File: src/rtl/muldiv_pool_with_lock.sv
// Lock-arbitrated shared multiply/divide engine: oldest issue ID wins the engine,
// which runs 32 shift-add / restoring shift-subtract iterations and then delivers a result.
module muldiv_pool_with_lock #(
  parameter int NUM_PORTS = 8,
  parameter int ID_WIDTH  = 16
) (
  input  logic                                clk,
  input  logic                                rst_n,
  input  logic [NUM_PORTS-1:0]                req_valid,
  input  logic [NUM_PORTS-1:0][ID_WIDTH-1:0]  req_id,
  input  logic [NUM_PORTS-1:0][1:0]           req_op,
  input  logic [NUM_PORTS-1:0][31:0]          req_a,
  input  logic [NUM_PORTS-1:0][31:0]          req_b,
  output logic [NUM_PORTS-1:0]                grant,
  output logic [NUM_PORTS-1:0]                done,
  output logic [31:0]                         res_hi,
  output logic [31:0]                         res_lo,
  output logic                                busy
);

  localparam int OW = (NUM_PORTS > 1) ? $clog2(NUM_PORTS) : 1;

  typedef enum logic [1:0] {S_IDLE, S_BUSY, S_DONE} state_t;

  state_t          r_state, w_next;
  logic [OW-1:0]   r_owner, w_win;
  logic            w_any;
  logic [1:0]      r_op;
  logic [5:0]      r_cnt;
  logic [63:0]     r_acc;
  logic [31:0]     r_opnd;
  logic            r_neg_lo, r_neg_hi;

  logic [1:0]      w_sel_op;
  logic [31:0]     w_sel_a, w_sel_b, w_mag_a, w_mag_b;
  logic            w_a_neg, w_b_neg;
  logic [32:0]     w_sum;
  logic [33:0]     w_trial;
  logic [63:0]     w_mul_step, w_div_step, w_step, w_fix;
  logic            w_deliver;

  // Later ports replace the current best only when strictly older, so ties keep the lower index.
  always_comb begin
    logic [OW-1:0]       best;
    logic                found;
    logic [ID_WIDTH-1:0] diff;
    best  = '0;
    found = 1'b0;
    diff  = '0;
    for (int unsigned p = 0; p < NUM_PORTS; p++) begin
      diff = req_id[p] - req_id[best];
      if (req_valid[p] && (!found || diff[ID_WIDTH-1])) begin
        best  = OW'(p);
        found = 1'b1;
      end
    end
    w_win = best;
    w_any = found;
  end

  assign w_sel_op = req_op[w_win];
  assign w_sel_a  = req_a[w_win];
  assign w_sel_b  = req_b[w_win];
  assign w_a_neg  = ~w_sel_op[0] & w_sel_a[31];
  assign w_b_neg  = ~w_sel_op[0] & w_sel_b[31];
  assign w_mag_a  = w_a_neg ? -w_sel_a : w_sel_a;
  assign w_mag_b  = w_b_neg ? -w_sel_b : w_sel_b;

  // r_acc holds {hi, lo}: product/partial-product for MUL, remainder/quotient for DIV.
  assign w_sum      = {1'b0, r_acc[63:32]} + (r_acc[0] ? {1'b0, r_opnd} : 33'd0);
  assign w_mul_step = {w_sum, r_acc[31:1]};
  assign w_trial    = {1'b0, r_acc[63:31]} - {2'b00, r_opnd};
  assign w_div_step = w_trial[33] ? {r_acc[62:0], 1'b0}
                                  : {w_trial[31:0], r_acc[30:0], 1'b1};
  assign w_step     = r_op[1] ? w_div_step : w_mul_step;

  always_comb begin
    w_fix = w_step;
    if (!r_op[1]) begin
      if (r_neg_lo) w_fix = -w_step;
    end else begin
      w_fix = {(r_neg_hi ? -w_step[63:32] : w_step[63:32]),
               (r_neg_lo ? -w_step[31:0]  : w_step[31:0])};
    end
  end

  always_ff @(posedge clk) begin
    if (!rst_n) r_state <= S_IDLE;
    else        r_state <= w_next;
  end

  always_comb begin
    w_next = r_state;
    case (r_state)
      S_IDLE:  if (w_any) w_next = S_BUSY;
      S_BUSY:  if (!req_valid[r_owner]) w_next = S_IDLE;
               else if (r_cnt == 6'd31) w_next = S_DONE;
      S_DONE:  w_next = S_IDLE;
      default: w_next = S_IDLE;
    endcase
  end

  always_comb begin
    grant     = '0;
    done      = '0;
    w_deliver = (r_state == S_DONE) && req_valid[r_owner];
    if (r_state != S_IDLE) grant[r_owner] = 1'b1;
    if (w_deliver)         done[r_owner]  = 1'b1;
    res_hi = w_deliver ? r_acc[63:32] : '0;
    res_lo = w_deliver ? r_acc[31:0]  : '0;
    busy   = (r_state != S_IDLE);
  end

  // Divide-by-zero leaves the quotient unnegated so it reads all-ones and hi returns the dividend.
  always_ff @(posedge clk) begin
    if (!rst_n) begin
      r_owner  <= '0;
      r_op     <= '0;
      r_cnt    <= '0;
      r_acc    <= '0;
      r_opnd   <= '0;
      r_neg_lo <= 1'b0;
      r_neg_hi <= 1'b0;
    end else begin
      case (r_state)
        S_IDLE: if (w_any) begin
          r_owner  <= w_win;
          r_op     <= w_sel_op;
          r_cnt    <= '0;
          r_opnd   <= w_sel_op[1] ? w_mag_b : w_mag_a;
          r_acc    <= {32'd0, (w_sel_op[1] ? w_mag_a : w_mag_b)};
          r_neg_hi <= w_a_neg;
          r_neg_lo <= w_sel_op[1] ? ((w_a_neg ^ w_b_neg) & (|w_sel_b)) : (w_a_neg ^ w_b_neg);
        end
        S_BUSY: begin
          r_acc <= (r_cnt == 6'd31) ? w_fix : w_step;
          r_cnt <= r_cnt + 6'd1;
        end
        default: ;
      endcase
    end
  end

endmodule
File: config.mk
export PLATFORM = sky130hd
export DESIGN_NAME = muldiv_pool_with_lock
export DESIGN_NICKNAME = d
export VERILOG_FILES = /design/src/rtl/muldiv_pool_with_lock.sv
export SDC_FILE = /design/constraint.sdc
export NUM_CORES = 2
export LEC_CHECK = 0
export CAP_MARGIN = 20
export CORE_AREA = 2 2 254 381
export CTS_BUF_LIST = sky130_fd_sc_hd__clkbuf_8 sky130_fd_sc_hd__clkbuf_16
export CTS_CLUSTER_SIZE = 24
export DETAILED_ROUTE_END_ITERATION = 10
export DIE_AREA = 0 0 256 383
export GPL_TIMING_DRIVEN = 0
export HOLD_SLACK_MARGIN = 0.08
export PLACE_DENSITY = 0.53
export SLEW_MARGIN = 10
export SYNTH_ARGS = -nofsm -noshare
export SYNTH_HDL_FRONTEND = slang
export SYNTH_SLANG_ARGS = --single-unit
export TNS_END_PERCENT = 50
File: constraint.sdc
create_clock -name clk -period 55.2 [get_ports clk]
set_input_delay 11.04 -clock clk [delete_from_list [all_inputs] [get_ports clk]]
set_output_delay 11.04 -clock clk [all_outputs]
set_load 0.03 [all_outputs]
==> key figures <==
Global routing
  • Vias in the first global route: 32700
  • Largest net degree at the start of global routing: 20
  • Global-route wire length before repair: roughly 260 mm
  • Grt ovf: 0
  • Initial antenna violation count: 50
  • Total track usage: 38.6%

Clock network
  • CTS Buf Count: 9
  • Clk slew on worst S/H paths: 90 ps
  • Setup Buffers After CTS: 0
  • Clock Latency Late Sink: about 400 ps
  • Depth of the CTS H-tree: 3
  • CTS Root Buffer Type: clkbuf_16
  • CTS tree: yes
  • Clk sink count: 110
  • Longest Clk Path Bufs: 2

Floorplan
  • Die area: 0.0980 sq mm
  • Die Wd: 256 um
  • I/O Pins: 747
  • Core Area: 0.0951 sq mm
  • Initial Util: 24.6%
  • Cell row count: about 140
  • Vert. Die Dim: 383 um

Setup path
  • CP startpoint: req_id[24]
  • Cell count along the critical path: 132
  • Worst path required time: about 56000 ps
  • Reg2Reg Depth: between 40 and 50
  • WP buf/inv: 34
  • CP max stage cell: buf_1
  • CP endpoint: r_opnd[24]
  • Crit end category: flip-flop
  • Crit path largest cell delay: 900 ps
  • Reg2Reg Capture Point: r_acc[40]
  • CP Max Fanout: 10
  • Reg-to-reg setup timing slack: 42800 ps
  • Most frequent CP cell: a21oi_1
  • Critical path arrival: 55350 ps
  • Startpoint Class: input port
  • Critical path type: input port to flip-flop
  • Reg2reg start: r_acc[31]
  • CP top delay family: buffers and inverters

Layout
  • Share of cells above drive strength 1: under 10%
  • Fin cells: 5591
  • Design Area, Final: 0.0333 sq mm
  • Area Overhead vs Synth: 42.0%
  • Most frequent cells in the layout: clkdlybuf4s50_1 (745), nand2_1 (407), o21ai_0 (311)
  • Final net count: a little over 5000
  • Finished Core Util: 35.0%
  • Most common cell after layout, fill and taps aside: clkdlybuf4s50_1

Drt
  • Drt first pass iters: 6
  • DRT Wirelength: 198 mm
  • Per-cell routed wire length: between 30 and 40 um
  • Via Count: 33500
  • Routed Antenna Nets: 0
  • Vias per inst: 5.99
  • # DRC: 0
  • Starting DRT DRC Count: 3163

Synth
  • Post-Synth Simple-Gate Area: 24.8%
  • Ys async rst share: 0%
  • Post-synth EDFFs: 0
  • Ys flop type: dfxtp_1
  • Syn_area_per_cell: around 6.7 sq um
  • Post-synthesis mux area share: 8.24%
  • Synth cell types: 105
  • Seq/Total Area, Yosys: under 10%
  • Synthesized flop and latch total: 110
  • Xor/xnor share of the synthesized area: under 10%
  • Synth Warn #: 0
  • Compound-cell area share of the yosys netlist: 35.2%
  • Gate Count Post-Synth: 3492
  • Largest family of logic cells by synthesized area: compound AO/OA/AOI/OAI gates
  • Area share of fa/ha/maj cells after synthesis: 9.08%
  • Synth Net Count: 4327
  • Synthesized area: between 0.02 and 0.025 sq mm

Place
  • DP Cell Count: 5531
  • Placed Area: around 0.033 sq mm
  • PortBufs: between 700 and 800
  • Final Wtd Congestion: 1.06
  • Dpl hpwl: 170 mm

Power and ir drop
  • Lkg Pwr: 0.0130 uW
  • Power consumption: 2580 uW
  • PD cells: 77.5 mW/mm^2
  • VDD IR-drop max: around 0.037 mV

STA
  • Final Hold Viols: 0
  • RSZ-0062 raised after global routing: no
  • Final setup skew: between 9 and 10 ps
  • Final setup fails: 0
  • WHS: just under 500 ps
  • Slew margin rel.: 10.1%
  • Fin crit share: ~100%
  • Tmin final: roughly 55000 ps
  • Final Max Tran Viols: 0
  • Achievable Freq: 18.2 MHz
  • Slew at the pin closest to its max-slew limit: 1350 ps

Outcome
  • Status: finished, final reports clean

Run
  • Max Cap Viol: 0

Worst hold path
  • HP Class: flip-flop to flip-flop
-- how the worst min path moves through the flow --
stage                     from          to  slack (ps)  cells past startpoint
global route          r_cnt[5]    r_cnt[5]         520                      1
floorplan             r_cnt[5]    r_cnt[5]         440                      1
finish              r_opnd[16]  r_opnd[16]         490                      2
global placement    r_opnd[24]  r_opnd[24]         470                      2
detailed placement  r_opnd[16]  r_opnd[16]         480                      2
CTS                 r_opnd[16]  r_opnd[16]         490                      2
-- synthesized netlist by cell type, types with 30 or more instances --
cell type	number	share of area (%)
nand2_1	407	6.5
o21ai_0	311	6.6
a21oi_1	295	6.3
nor2_1	221	3.5
clkbuf_1	182	2.9
ha_1	167	8.9
mux2i_1	149	6.4
inv_1	143	2.3
nand3_1	136	2.9
and2_1	112	3.0
dfxtp_1	110	9.4
xnor2_1	109	4.1
nor3_1	89	1.9
a31oi_1	75	2.0
a211oi_1	64	2.0
xor2_1	64	2.4
and3_1	51	1.4
a21o_1	44	1.4
a22oi_1	44	1.4
o211ai_1	43	1.4
o31ai_1	38	1.2
mux2_2	37	1.8
buf_2	34	0.73
buf_1	30	0.48
-- power by group --
| group | internal, uW | total [uW] | switching (uW) |
|---|---|---|---|
| Clock | 37.4 | 75.4 | 38.1 |
| Combinational | 722 | 2370 | 1650 |
| Sequential | 105 | 134 | 29.2 |
| Total | 864 | 2580 | 1720 |
-- worst min-delay path, cell delays in order (launching register included) --
cell and delay [ps]:
dfxtp_1 310, inv_1 70, a211oi_1 60
-- cells by family (layout without fill, tap and decap cells) --
logic type,count (synthesis),after routing
mux,188,188
xor+xnor,175,175
buf+inv,395,1183
flops,110,110
fa+ha+maj,169,169
other cells,0,42
simple gates,1201,1201
compound gates,1254,1254
-- what timing repair did --
action | in CTS | in global routing
gates resized for setup | 0 | 22
setup endpoints to repair | 0 | 28
hold buffers | 0 | 0
-- per-layer routing --
layer  GRT usage, %  vias up  wire, um
met1           40.0    15900     68000
met2           66.2     2215     93100
met4           35.6       18     21700
met5              0        -       119
met3           7.05      730     15400
li1               -    14600         -
-- sequential cells by signal, indices dropped and copies added (netlist names) --
signal	count
r_cnt	6
r_neg_hi	1
r_op	1
r_owner	3
r_neg_lo	1
r_state	2
r_opnd	32
r_acc	64
-- area by class of cell --
| type | count | area (sq um) |
|---|---|---|
| antenna | 42 | 105 |
| buffer | 251 | 1080 |
| clock buffer | 10 | 239 |
| clock inverter | 6 | 81.3 |
| fill | 10500 | 61800 |
| inverter | 143 | 537 |
| multi-input combinational | 2987 | 19700 |
| sequential | 110 | 2200 |
| tap | 1269 | 1590 |
| timing repair buffer | 773 | 7730 |
-- metrics by stage --
step / worst slack, ps / TNS, ps
after floorplan: 18920 / 0
after global placement: -1570 / -57130
after detailed placement: -129 / -534
after CTS: 179 / 0
after global routing: 119 / 0
final: 162 / 0
Note: power is estimated with default switching activity, not from simulation.
